--- src/rtl/mem_arb_pkg.sv ---
// Shared types and default widths for the two-requester mem16kb arbiter.
package mem_arb_pkg;

    localparam int DEF_AWIDTH    = 12;
    localparam int DEF_DWIDTH    = 16;
    localparam int DEF_MAX_BURST = 4;

    typedef enum logic [1:0] {
        IDLE = 2'd0,
        OWN0 = 2'd1,
        OWN1 = 2'd2
    } arb_state_e;

    typedef enum logic {
        RQ0 = 1'b0,
        RQ1 = 1'b1
    } rq_id_e;

    // One slot of the read-return pipeline.
    typedef struct packed {
        logic   valid;
        logic   rd;
        rq_id_e id;
    } pipe_stage_t;

endpackage

--- src/rtl/mem16kb_arbiter_if.sv ---
// Requester and memory-side signal bundle; slave is the arbiter's view, master the environment's.
interface mem16kb_arbiter_if
    import mem_arb_pkg::*;
#(
    parameter int AWIDTH = DEF_AWIDTH,
    parameter int DWIDTH = DEF_DWIDTH
);
    logic              rq0_req;
    logic              rq0_wr;
    logic [AWIDTH-1:0] rq0_addr;
    logic [DWIDTH-1:0] rq0_wdata;
    logic              rq0_gnt;
    logic              rq0_rvalid;
    logic [DWIDTH-1:0] rq0_rdata;

    logic              rq1_req;
    logic              rq1_wr;
    logic [AWIDTH-1:0] rq1_addr;
    logic [DWIDTH-1:0] rq1_wdata;
    logic              rq1_gnt;
    logic              rq1_rvalid;
    logic [DWIDTH-1:0] rq1_rdata;

    logic [AWIDTH-1:0] mem_address;
    logic [DWIDTH-1:0] mem_data_in;
    logic              mem_write_enable_n;
    logic [DWIDTH-1:0] mem_data_out;

    modport slave (
        input  rq0_req, rq0_wr, rq0_addr, rq0_wdata,
        input  rq1_req, rq1_wr, rq1_addr, rq1_wdata,
        input  mem_data_out,
        output rq0_gnt, rq0_rvalid, rq0_rdata,
        output rq1_gnt, rq1_rvalid, rq1_rdata,
        output mem_address, mem_data_in, mem_write_enable_n
    );

    modport master (
        output rq0_req, rq0_wr, rq0_addr, rq0_wdata,
        output rq1_req, rq1_wr, rq1_addr, rq1_wdata,
        output mem_data_out,
        input  rq0_gnt, rq0_rvalid, rq0_rdata,
        input  rq1_gnt, rq1_rvalid, rq1_rdata,
        input  mem_address, mem_data_in, mem_write_enable_n
    );

endinterface

--- src/rtl/rr2_grant.sv ---
// Two-way round-robin grant FSM with a burst limit that only bites while the other side is waiting.
module rr2_grant
    import mem_arb_pkg::*;
#(
    parameter int MAX_BURST = DEF_MAX_BURST
) (
    input  logic clk,
    input  logic areset_n,
    input  logic req0_i,
    input  logic req1_i,
    output logic gnt0_o,
    output logic gnt1_o
);
    localparam int            CW      = $clog2(MAX_BURST) + 1;
    localparam logic [CW-1:0] MAX_CNT = CW'(MAX_BURST);
    localparam logic [CW-1:0] ONE_CNT = CW'(1);

    arb_state_e    state_q, state_d;
    rq_id_e        last_q, last_d;
    logic [CW-1:0] cnt_q, cnt_d;
    logic          gnt0, gnt1;

    always_ff @(posedge clk or negedge areset_n) begin
        if (!areset_n) begin
            state_q <= IDLE;
            last_q  <= RQ1;
            cnt_q   <= '0;
        end else begin
            state_q <= state_d;
            last_q  <= last_d;
            cnt_q   <= cnt_d;
        end
    end

    always_comb begin
        gnt0    = 1'b0;
        gnt1    = 1'b0;
        state_d = state_q;
        last_d  = last_q;
        cnt_d   = cnt_q;

        case (state_q)
            IDLE: begin
                if (req0_i && req1_i) begin
                    gnt0 = (last_q == RQ1);
                    gnt1 = (last_q == RQ0);
                end else begin
                    gnt0 = req0_i;
                    gnt1 = req1_i;
                end
            end
            OWN0: begin
                gnt0 = req0_i && (!req1_i || (cnt_q < MAX_CNT));
                gnt1 = req1_i && !gnt0;
            end
            OWN1: begin
                gnt1 = req1_i && (!req0_i || (cnt_q < MAX_CNT));
                gnt0 = req0_i && !gnt1;
            end
            default: ;
        endcase

        // Counter saturates so a lone owner can stream forever yet yields at once when challenged.
        if (gnt0) begin
            state_d = OWN0;
            last_d  = RQ0;
            cnt_d   = (state_q != OWN0) ? ONE_CNT :
                      (cnt_q == MAX_CNT) ? cnt_q : cnt_q + 1'b1;
        end else if (gnt1) begin
            state_d = OWN1;
            last_d  = RQ1;
            cnt_d   = (state_q != OWN1) ? ONE_CNT :
                      (cnt_q == MAX_CNT) ? cnt_q : cnt_q + 1'b1;
        end else begin
            state_d = IDLE;
            cnt_d   = '0;
        end
    end

    assign gnt0_o = gnt0 && areset_n;
    assign gnt1_o = gnt1 && areset_n;

endmodule

--- src/rtl/mem16kb_arbiter.sv ---
// Arbitrates two requesters onto one mem16kb port; registers the memory command and routes read data back.
module mem16kb_arbiter
    import mem_arb_pkg::*;
#(
    parameter int AWIDTH    = DEF_AWIDTH,
    parameter int DWIDTH    = DEF_DWIDTH,
    parameter int MAX_BURST = DEF_MAX_BURST
) (
    input logic              clk,
    input logic              areset_n,
    mem16kb_arbiter_if.slave bus
);
    logic              gnt0, gnt1, accept, acc_wr;
    rq_id_e            acc_id;
    logic [AWIDTH-1:0] acc_addr;
    logic [DWIDTH-1:0] acc_wdata;
    logic              ret0, ret1;

    logic [AWIDTH-1:0] mem_addr_q, mem_addr_d;
    logic [DWIDTH-1:0] mem_din_q, mem_din_d;
    logic              mem_wen_n_q, mem_wen_n_d;
    pipe_stage_t       s1_q, s1_d, s2_q;
    logic              rvalid0_q, rvalid0_d, rvalid1_q, rvalid1_d;
    logic [DWIDTH-1:0] rdata0_q, rdata0_d, rdata1_q, rdata1_d;

    rr2_grant #(
        .MAX_BURST(MAX_BURST)
    ) u_grant (
        .clk     (clk),
        .areset_n(areset_n),
        .req0_i  (bus.rq0_req),
        .req1_i  (bus.rq1_req),
        .gnt0_o  (gnt0),
        .gnt1_o  (gnt1)
    );

    always_comb begin
        accept    = gnt0 | gnt1;
        acc_id    = gnt1 ? RQ1 : RQ0;
        acc_wr    = gnt1 ? bus.rq1_wr    : bus.rq0_wr;
        acc_addr  = gnt1 ? bus.rq1_addr  : bus.rq0_addr;
        acc_wdata = gnt1 ? bus.rq1_wdata : bus.rq0_wdata;

        mem_addr_d  = accept ? acc_addr  : mem_addr_q;
        mem_din_d   = accept ? acc_wdata : mem_din_q;
        mem_wen_n_d = !(accept && acc_wr);

        s1_d = '{valid: accept, rd: !acc_wr, id: acc_id};

        // Stage 2 lines up with the cycle in which mem16kb presents the data for that read.
        ret0      = s2_q.valid && s2_q.rd && (s2_q.id == RQ0);
        ret1      = s2_q.valid && s2_q.rd && (s2_q.id == RQ1);
        rvalid0_d = ret0;
        rvalid1_d = ret1;
        rdata0_d  = ret0 ? bus.mem_data_out : rdata0_q;
        rdata1_d  = ret1 ? bus.mem_data_out : rdata1_q;
    end

    always_ff @(posedge clk or negedge areset_n) begin
        if (!areset_n) begin
            mem_addr_q  <= '0;
            mem_din_q   <= '0;
            mem_wen_n_q <= 1'b1;
            s1_q        <= '0;
            s2_q        <= '0;
            rvalid0_q   <= 1'b0;
            rvalid1_q   <= 1'b0;
            rdata0_q    <= '0;
            rdata1_q    <= '0;
        end else begin
            mem_addr_q  <= mem_addr_d;
            mem_din_q   <= mem_din_d;
            mem_wen_n_q <= mem_wen_n_d;
            s1_q        <= s1_d;
            s2_q        <= s1_q;
            rvalid0_q   <= rvalid0_d;
            rvalid1_q   <= rvalid1_d;
            rdata0_q    <= rdata0_d;
            rdata1_q    <= rdata1_d;
        end
    end

    assign bus.rq0_gnt            = gnt0;
    assign bus.rq1_gnt            = gnt1;
    assign bus.rq0_rvalid         = rvalid0_q;
    assign bus.rq1_rvalid         = rvalid1_q;
    assign bus.rq0_rdata          = rdata0_q;
    assign bus.rq1_rdata          = rdata1_q;
    assign bus.mem_address        = mem_addr_q;
    assign bus.mem_data_in        = mem_din_q;
    assign bus.mem_write_enable_n = mem_wen_n_q;

endmodule

--- src/flat_wrapper.sv ---
// flat-port wrapper written by rule: the top's interface ports become plain ports
module mem16kb_arbiter_flat import mem_arb_pkg::*;
#(
    parameter int AWIDTH    = DEF_AWIDTH,
    parameter int DWIDTH    = DEF_DWIDTH,
    parameter int MAX_BURST = DEF_MAX_BURST
)
  (clk, areset_n, bus_rq0_req, bus_rq0_wr, bus_rq0_addr, bus_rq0_wdata, bus_rq1_req, bus_rq1_wr, bus_rq1_addr, bus_rq1_wdata, bus_mem_data_out, bus_rq0_gnt, bus_rq0_rvalid, bus_rq0_rdata, bus_rq1_gnt, bus_rq1_rvalid, bus_rq1_rdata, bus_mem_address, bus_mem_data_in, bus_mem_write_enable_n);
  mem16kb_arbiter_if #(.AWIDTH(AWIDTH), .DWIDTH(DWIDTH)) bus_i ();
  input logic clk;
  input logic areset_n;
  input wire logic [$bits(bus_i.rq0_req)-1:0] bus_rq0_req;
  input wire logic [$bits(bus_i.rq0_wr)-1:0] bus_rq0_wr;
  input wire logic [$bits(bus_i.rq0_addr)-1:0] bus_rq0_addr;
  input wire logic [$bits(bus_i.rq0_wdata)-1:0] bus_rq0_wdata;
  input wire logic [$bits(bus_i.rq1_req)-1:0] bus_rq1_req;
  input wire logic [$bits(bus_i.rq1_wr)-1:0] bus_rq1_wr;
  input wire logic [$bits(bus_i.rq1_addr)-1:0] bus_rq1_addr;
  input wire logic [$bits(bus_i.rq1_wdata)-1:0] bus_rq1_wdata;
  input wire logic [$bits(bus_i.mem_data_out)-1:0] bus_mem_data_out;
  output wire logic [$bits(bus_i.rq0_gnt)-1:0] bus_rq0_gnt;
  output wire logic [$bits(bus_i.rq0_rvalid)-1:0] bus_rq0_rvalid;
  output wire logic [$bits(bus_i.rq0_rdata)-1:0] bus_rq0_rdata;
  output wire logic [$bits(bus_i.rq1_gnt)-1:0] bus_rq1_gnt;
  output wire logic [$bits(bus_i.rq1_rvalid)-1:0] bus_rq1_rvalid;
  output wire logic [$bits(bus_i.rq1_rdata)-1:0] bus_rq1_rdata;
  output wire logic [$bits(bus_i.mem_address)-1:0] bus_mem_address;
  output wire logic [$bits(bus_i.mem_data_in)-1:0] bus_mem_data_in;
  output wire logic [$bits(bus_i.mem_write_enable_n)-1:0] bus_mem_write_enable_n;
  assign bus_i.rq0_req = bus_rq0_req;
  assign bus_i.rq0_wr = bus_rq0_wr;
  assign bus_i.rq0_addr = bus_rq0_addr;
  assign bus_i.rq0_wdata = bus_rq0_wdata;
  assign bus_i.rq1_req = bus_rq1_req;
  assign bus_i.rq1_wr = bus_rq1_wr;
  assign bus_i.rq1_addr = bus_rq1_addr;
  assign bus_i.rq1_wdata = bus_rq1_wdata;
  assign bus_i.mem_data_out = bus_mem_data_out;
  assign bus_rq0_gnt = bus_i.rq0_gnt;
  assign bus_rq0_rvalid = bus_i.rq0_rvalid;
  assign bus_rq0_rdata = bus_i.rq0_rdata;
  assign bus_rq1_gnt = bus_i.rq1_gnt;
  assign bus_rq1_rvalid = bus_i.rq1_rvalid;
  assign bus_rq1_rdata = bus_i.rq1_rdata;
  assign bus_mem_address = bus_i.mem_address;
  assign bus_mem_data_in = bus_i.mem_data_in;
  assign bus_mem_write_enable_n = bus_i.mem_write_enable_n;
  mem16kb_arbiter #(.AWIDTH(AWIDTH), .DWIDTH(DWIDTH), .MAX_BURST(MAX_BURST)) u_core (.clk(clk), .areset_n(areset_n), .bus(bus_i));
endmodule
--- config.mk ---
export PLATFORM = sky130hd
export DESIGN_NAME = mem16kb_arbiter_flat
export DESIGN_NICKNAME = d
export VERILOG_FILES = /design/src/rtl/mem_arb_pkg.sv /design/src/rtl/mem16kb_arbiter_if.sv /design/src/rtl/rr2_grant.sv /design/src/rtl/mem16kb_arbiter.sv /design/src/flat_wrapper.sv
export SDC_FILE = /design/constraint.sdc
export NUM_CORES = 1
export LEC_CHECK = 0
export CAP_MARGIN = 15
export CORE_MARGIN = 2
export CORE_UTILIZATION = 39
export CTS_CLUSTER_DIAMETER = 60
export DETAILED_ROUTE_END_ITERATION = 6
export PLACE_DENSITY = 0.74
export REMOVE_ABC_BUFFERS = 1
export SYNTH_ARGS = -nofsm -noshare
export SYNTH_HDL_FRONTEND = slang
export SYNTH_SLANG_ARGS = --single-unit
--- constraint.sdc ---
create_clock -name clk -period 4.96 [get_ports clk]
set_clock_uncertainty 0.05 [all_clocks]
set_input_delay 0.496 -clock clk [delete_from_list [all_inputs] [get_ports clk]]
set_output_delay 0.496 -clock clk [all_outputs]
set_load 0.05 [all_outputs]
==> flow_summary.json, run 1 <==
{
  "outcome": "finished clean",
  "min_period_over_period_pct": 71.0,
  "reg2reg_setup_slack_ns": 2.56,
  "vdd_drop_max_uv": 175,
  "final_antenna_net_count": 0,
  "power.internal_w": 0.00150,
  "numPlacedInstances": 550,
  "path_delay_family": "buffers and inverters",
  "grt_antenna_before_repair": 0,
  "postRouteWirelength_microns": 7950,
  "first_pass_grt_wire_length_microns": 12500,
  "cts.clk_slew.worst_paths_ns": 0.07,
  "min_period_ns": 3.52,
  "yosysUniqueCellTypes": 32,
  "dominantRegCellSynth": "dfrtp_1",
  "route.detailed.drc": 0,
  "holdBufCountCts": 0,
  "start_kind": "flip-flop",
  "synth-xor-area-share_pct": 0.266,
  "port_buffers": 142,
  "cts_tree": "built",
  "r2r_cells": 7,
  "clk-insertion-delay-late_ns": 0.33,
  "power_switching_share_pct": 43.4,
  "slowest_stage": "clkdlybuf4s50_1",
  "clock_tree_buf_depth": 2,
  "post_synth_mux_area_share_pct": 6.22,
  "mapped_cells": 319,
  "p_switching_w": 0.00115,
  "layout.nets": 536,
  "num_rows": 33,
  "routed_via_density": 4.90,
  "cts.sink_count": 75,
  "count_of_final_max_slew_check_failures": 0,
  "worst_setup_path_end_kind": "primary output",
  "worstReg2RegEnd": "u_core.bus.mem_address[6]$_DFFE_PN0P_",
  "cellPowerDensity_mw_per_mm2": 531,
  "height_of_the_die_microns": 95.9,
  "synth_top_family_by_area": "simple AND/OR/NAND/NOR gates",
  "post-dp-hpwl_microns": 5780,
  "tritoncts.num_buffers": 9,
  "wire_per_inst_microns": 14.0,
  "max_stage_delay_ns": 0.82,
  "post_synth_instance_area_sq_mm": 0.00330,
  "critical_path_arrival_ns": 2.98,
  "globalRouteTotalUtil_pct": 17.8,
  "die_width_microns": 95.9,
  "gp_routability_congestion": 0.814,
  "max_slew_margin_pct": 41.5,
  "synth-edff-count": 0,
  "mostFrequentLayoutCell": "clkdlybuf4s50_1",
  "sequentialPowerShare_pct": 33.5,
  "ctsResizeCount": 0,
  "timing.rr.start": "u_core.u_grant.cnt_q[2]$_DFF_PN0_",
  "top_signal_layer_used": "met4",
  "required_ns": 4.41,
  "maximum_fanout_along_the_worst_path": 29,
  "top_level_ports": 143,
  "tns_ns": 0,
  "route.vias.total": 2775,
  "route.met2.wl_microns": 3780,
  "layout-drive-gt1-share_pct": 11.3,
  "drt-pass1-iter-count": 4,
  "die_area_sq_mm": 0.00921,
  "coreArea_sq_mm": 0.00822,
  "finalSetupViolations": 0,
  "ctsRootBufferMaster": "clkbuf_8",
  "flop_and_latch_count_out_of_synthesis": 75,
  "synth_area_per_cell_sq_um": 10.3,
  "worst-setup-path-type": "reg -> out",
  "route.layer.met1.wl_microns": 3350,
  "pin_count_of_the_biggest_net_entering_global_routing": 77,
  "share_of_the_yosys_chip_area_belonging_to_registers_pct": 57.0,
  "pin_slew_with_the_least_headroom_to_its_limit_ns": 0.874,
  "synth_compound_gate_area_share_pct": 12.0,
  "area_delta_synth_final_pct": 51.1,
  "worstHoldPathType": "in -> async",
  "final-hold-violation-count": 0,
  "clkPwrFrac_pct": 17.3,
  "routed-wl-met3_microns": 716,
  "grt_pass1_vias": 2669,
  "layout.cells.most_common_list": "141 x clkdlybuf4s50_1, 84 x nand2_1, 73 x dfrtp_1, 33 x inv_1, 30 x nand3_1",
  "post_synth_and_or_nand_nor_area_fraction_pct": 16.5,
  "leakagePower_nw": 2.17,
  "hold_ws_ns": 0.126,
  "cts.repair_timing.setup_buffer_count": 0,
  "cp_cell_sequence": "mux2_4, a31oi_1, o211ai_4, buf_4, inv_2, and2_1, clkdlybuf4s50_1",
  "fmax_ghz": 0.284,
  "rsz_0062_raised_after_global_routing": "false",
  "cap_viol_max_count": 0,
  "first_iter_violations": 48,
  "globalRouteOverflowTotal": 0,
  "number_of_antenna_repair_diodes": 0,
  "cp.buffers_inverters": 3,
  "ys_warn_count": 0,
  "synth_adder_area_share_pct": 0.759,
  "comb_power_share_pct": 49.3,
  "fraction_of_registers_with_async_set_or_reset_after_synthesis_pct": 100,
  "initial_core_util_pct": 40.1,
  "clock_tree.htree_level_count": 3,
  "final_cells": 566
}
[synth_stat cells, types with 2 or more instances]
master | number | share of area (%)
dfstp_2 | 2 | 1.6
buf_6 | 2 | 0.68
and2_1 | 2 | 0.38
clkbuf_1 | 12 | 1.4
o221ai_1 | 18 | 4.8
ha_1 | 2 | 0.76
inv_1 | 33 | 3.8
nor2_1 | 6 | 0.68
mux2_2 | 16 | 5.5
nand3b_1 | 2 | 0.46
o221ai_2 | 10 | 4.6
a21oi_1 | 3 | 0.46
a31oi_1 | 2 | 0.38
dfrtp_1 | 73 | 55
nand3_1 | 30 | 4.6
nand2_1 | 84 | 9.6
buf_2 | 5 | 0.76
o21ai_0 | 2 | 0.30
nor2b_1 | 2 | 0.38
[power groups by stage]
stage               clock network, W  registers [W]  logic (W)
floorplan                          0        0.00147   0.000240
CTS                         0.000472       0.000886    0.00132
finish                      0.000457       0.000886    0.00130
global route                0.000509       0.000907    0.00138
detailed placement                 0       0.000897    0.00131
global placement                   0       0.000891    0.00130
[how the worst max path moves through the flow]
stage                   to                               from  slack, ns  cells past startpoint
6_report       bus_rq1_gnt  u_core.u_grant.cnt_q[2]$_DFF_PN0_       1.44                      7
2_1_floorplan  bus_rq0_gnt  u_core.u_grant.cnt_q[2]$_DFF_PN0_       2.27                      4
4_1_cts        bus_rq1_gnt  u_core.u_grant.cnt_q[2]$_DFF_PN0_       1.41                      7
3_3_place_gp   bus_rq1_gnt                        bus_rq0_req       1.72                      7
3_5_place_dp   bus_rq1_gnt                        bus_rq0_req       1.69                      7
5_1_grt        bus_rq1_gnt  u_core.u_grant.cnt_q[2]$_DFF_PN0_       1.26                      7
[state kept, by name, indices dropped and copies added (netlist names)]
register                       cells
u_core.u_grant.state_q             2
u_core.bus.rq1_rvalid              1
u_core.u_grant.last_q              1
u_core.bus.rq0_rdata              16
u_core.s2_q                        3
u_core.bus.rq1_rdata              16
u_core.bus.rq0_rvalid              1
u_core.bus.mem_write_enable_n      1
u_core.bus.mem_address            12
u_core.u_grant.cnt_q               3
u_core.bus.mem_data_in            16
u_core.s1_q                        3
[metrics by stage]
step	utilization (%)	setup WS, ns	area [sq um]	total power, W
6_report	60.6	1.44	4980	0.00265
5_1_grt	60.6	1.26	4980	0.00279
4_1_cts	60.6	1.41	4980	0.00267
3_5_place_dp	58.3	1.69	4790	0.00221
3_3_place_gp	58.3	1.72	4790	0.00219
2_1_floorplan	-	2.27	3190	0.00171
[layout make-up]
cell class	count	area, sq um
Clock buffer	12	145
Clock inverter	4	50.0
Fill cell	665	3230
Inverter	35	131
Multi-Input combinational cell	189	1200
Sequential cell	75	1880
Tap cell	105	131
Timing Repair Buffer	146	1450
[metal layers]
layer  up-vias  track usage (%)
li1       1344                -
met1      1310             21.4
met2       112             29.8
met3         9             5.56
met4         0             6.79
met5         -                0
[kinds of logic after synthesis]
group | count (synthesis)
buffers and inverters | 55
and+or+nand+nor | 129
xor gates and xnor gates | 1
muxes | 18
adders and majority gates | 2
DFF | 75
AOI/OAI and AO/OA | 39
Note: power is estimated with default switching activity, not from simulation.
==> inputs of run 2 (changes only) <==
- clock period: 4.96 -> 3.66 ns (I/O delays scaled with it)
==> run 2 against run 1 <==
Compared with the run above:
- global-route usage barely moved
- worst setup slack got worse by 0.88 ns
- sequential share of layout area fell by 0.16 points
- sequential cell count did not move
- critical path depth fell by 1
- combinational power rose by 36%
- via count rose by 1.2%
- power rose by 36%
- routed wire length rose by 3.5%
- clock power rose by 39%
- critical path type unchanged
- largest cell class unchanged
==> flow_summary.json, run 2 (synthesized netlist as in run 1, its figures left out) <==
{
  "outcome": "finished clean",
  "cellPowerDensity_mw_per_mm2": 721,
  "count_of_final_max_slew_check_failures": 0,
  "top_level_ports": 143,
  "layout.cells.most_common_list": "141 x clkdlybuf4s50_1, 84 x nand2_1, 73 x dfrtp_1, 33 x inv_1, 30 x nand3_1",
  "final_antenna_net_count": 0,
  "clk-insertion-delay-late_ns": 0.34,
  "cap_viol_max_count": 0,
  "globalRouteOverflowTotal": 0,
  "layout.nets": 538,
  "tns_ns": 0,
  "cts_tree": "built",
  "maximum_fanout_along_the_worst_path": 10,
  "pin_count_of_the_biggest_net_entering_global_routing": 68,
  "comb_power_share_pct": 49.1,
  "min_period_ns": 3.10,
  "critical_path_arrival_ns": 2.69,
  "leakagePower_nw": 2.18,
  "vdd_drop_max_uv": 285,
  "cts.clk_slew.worst_paths_ns": 0.09,
  "dp_worst_setup_slack_ns": 0.920,
  "gp_routability_congestion": 0.798,
  "sequentialPowerShare_pct": 33.3,
  "first_pass_grt_wire_length_microns": 12500,
  "start_kind": "flip-flop",
  "post-dp-hpwl_microns": 5890,
  "clkPwrFrac_pct": 17.6,
  "grt_pass1_vias": 2687,
  "worstHoldPathType": "reg -> reg",
  "slowest_stage": "clkdlybuf4s50_1",
  "route.vias.total": 2808,
  "wire_per_inst_microns": 14.5,
  "number_of_antenna_repair_diodes": 0,
  "fmax_ghz": 0.322,
  "mostFrequentLayoutCell": "clkdlybuf4s50_1",
  "postRouteWirelength_microns": 8220,
  "cts.sink_count": 75,
  "pin_slew_with_the_least_headroom_to_its_limit_ns": 0.875,
  "tritoncts.num_buffers": 9,
  "final_core_utilization_pct": 60.9,
  "final-hold-violation-count": 0,
  "num_rows": 33,
  "required_ns": 3.24,
  "route.detailed.drc": 0,
  "coreArea_sq_mm": 0.00822,
  "die_width_microns": 95.9,
  "first_iter_violations": 73,
  "max_stage_delay_ns": 0.82,
  "initial_core_util_pct": 40.1,
  "min_period_over_period_pct": 84.7,
  "crit_path_setup_slack_layout_ns": 0.559,
  "max_slew_margin_pct": 41.5,
  "height_of_the_die_microns": 95.9,
  "cp.buffers_inverters": 2,
  "hold_ws_ns": 0.291,
  "routed_via_density": 4.94,
  "port_buffers": 142,
  "p_switching_w": 0.00159,
  "cts.repair_timing.setup_buffer_count": 0,
  "area_delta_synth_final_pct": 51.8,
  "layout-drive-gt1-share_pct": 11.9,
  "rsz_0062_raised_after_global_routing": "false",
  "die_area_sq_mm": 0.00921,
  "path_delay_family": "buffers and inverters",
  "finalSetupViolations": 0,
  "power.internal_w": 0.00202,
  "clock_tree.htree_level_count": 3,
  "drt-pass1-iter-count": 4,
  "grt_antenna_before_repair": 0,
  "globalRouteTotalUtil_pct": 17.8,
  "worst_setup_path_end_kind": "primary output",
  "power_switching_share_pct": 44.1,
  "ctsRootBufferMaster": "clkbuf_8",
  "power_w": 0.00361,
  "clock_tree_buf_depth": 2,
  "cp_cell_sequence": "mux2_4, a31oi_1, o211ai_4, inv_2, and2_1, clkdlybuf4s50_1",
  "worst-setup-path-type": "reg -> out"
}
run 2: cell types whose count changed in the layout (fill, tap and decap cells not counted), sizes merged:
cell,before,now
clkbuf,12,9
dlygate4sd3,0,1
buf,5,6
inv,34,36
clkinvlp,2,3
run 2: layer usage:
metal	GRT usage, %	vias up	part of all wire (%)
li1	-	1345	-
met1	21.3	1339	42
met2	30.4	115	48
met3	6.34	9	9.1
met4	4.76	0	1.1
met5	0	-	0
run 2: path summary, 6_finish.rpt:
check / start / endpoint / slack [ns] / cells after the start
worst max-delay path: u_core.u_grant.cnt_q[2]$_DFF_PN0_ / bus_rq1_gnt / 0.56 / 6
worst min-delay path: u_core.s1_q[2]$_DFF_PN0_ / u_core.s2_q[2]$_DFF_PN0_ / 0.29 / 0
worst max register to register: u_core.u_grant.cnt_q[2]$_DFF_PN0_ / u_core.bus.mem_address[1]$_DFFE_PN0P_ / 1.41 / 6
worst min register to register: u_core.s1_q[2]$_DFF_PN0_ / u_core.s2_q[2]$_DFF_PN0_ / 0.29 / 0
max in group asynchronous: areset_n / u_core.bus.rq1_rvalid$_DFF_PN0_ / 1.70 / 4
min in group asynchronous: areset_n / u_core.u_grant.state_q[1]$_DFF_PN0_ / 0.51 / 2
run 2: timing repair:
action	4_1_cts	5_1_grt
hold buffers	1	0
endpoints found under the hold margin	16	0
resized for setup	0	0
endpoints found under the setup margin	0	0
run 2: cell type report:
| cell class | instances | area (sq um) |
|---|---|---|
| Sequential cell | 75 | 1880 |
| Tap cell | 105 | 131 |
| Fill cell | 698 | 3210 |
| Clock buffer | 9 | 124 |
| Multi-Input combinational cell | 189 | 1200 |
| Inverter | 35 | 131 |
| Clock inverter | 7 | 75.1 |
| Timing Repair Buffer | 148 | 1470 |
run 2: per-stage QoR:
stage | cell area [sq um] | instances
3_3_place_gp | 4790 | 551
2_1_floorplan | 3190 | 299
6_report | 5000 | 568
4_1_cts | 5000 | 568
3_5_place_dp | 4790 | 551
5_1_grt | 5000 | 568
run 2: power by group through the flow:
stage | logic (W) | registers (W) | clock network, W
detailed placement | 0.00178 | 0.00122 | 0
global route | 0.00187 | 0.00123 | 0.000694
global placement | 0.00177 | 0.00120 | 0
CTS | 0.00179 | 0.00120 | 0.000653
finish | 0.00177 | 0.00120 | 0.000634
floorplan | 0.000326 | 0.00199 | 0
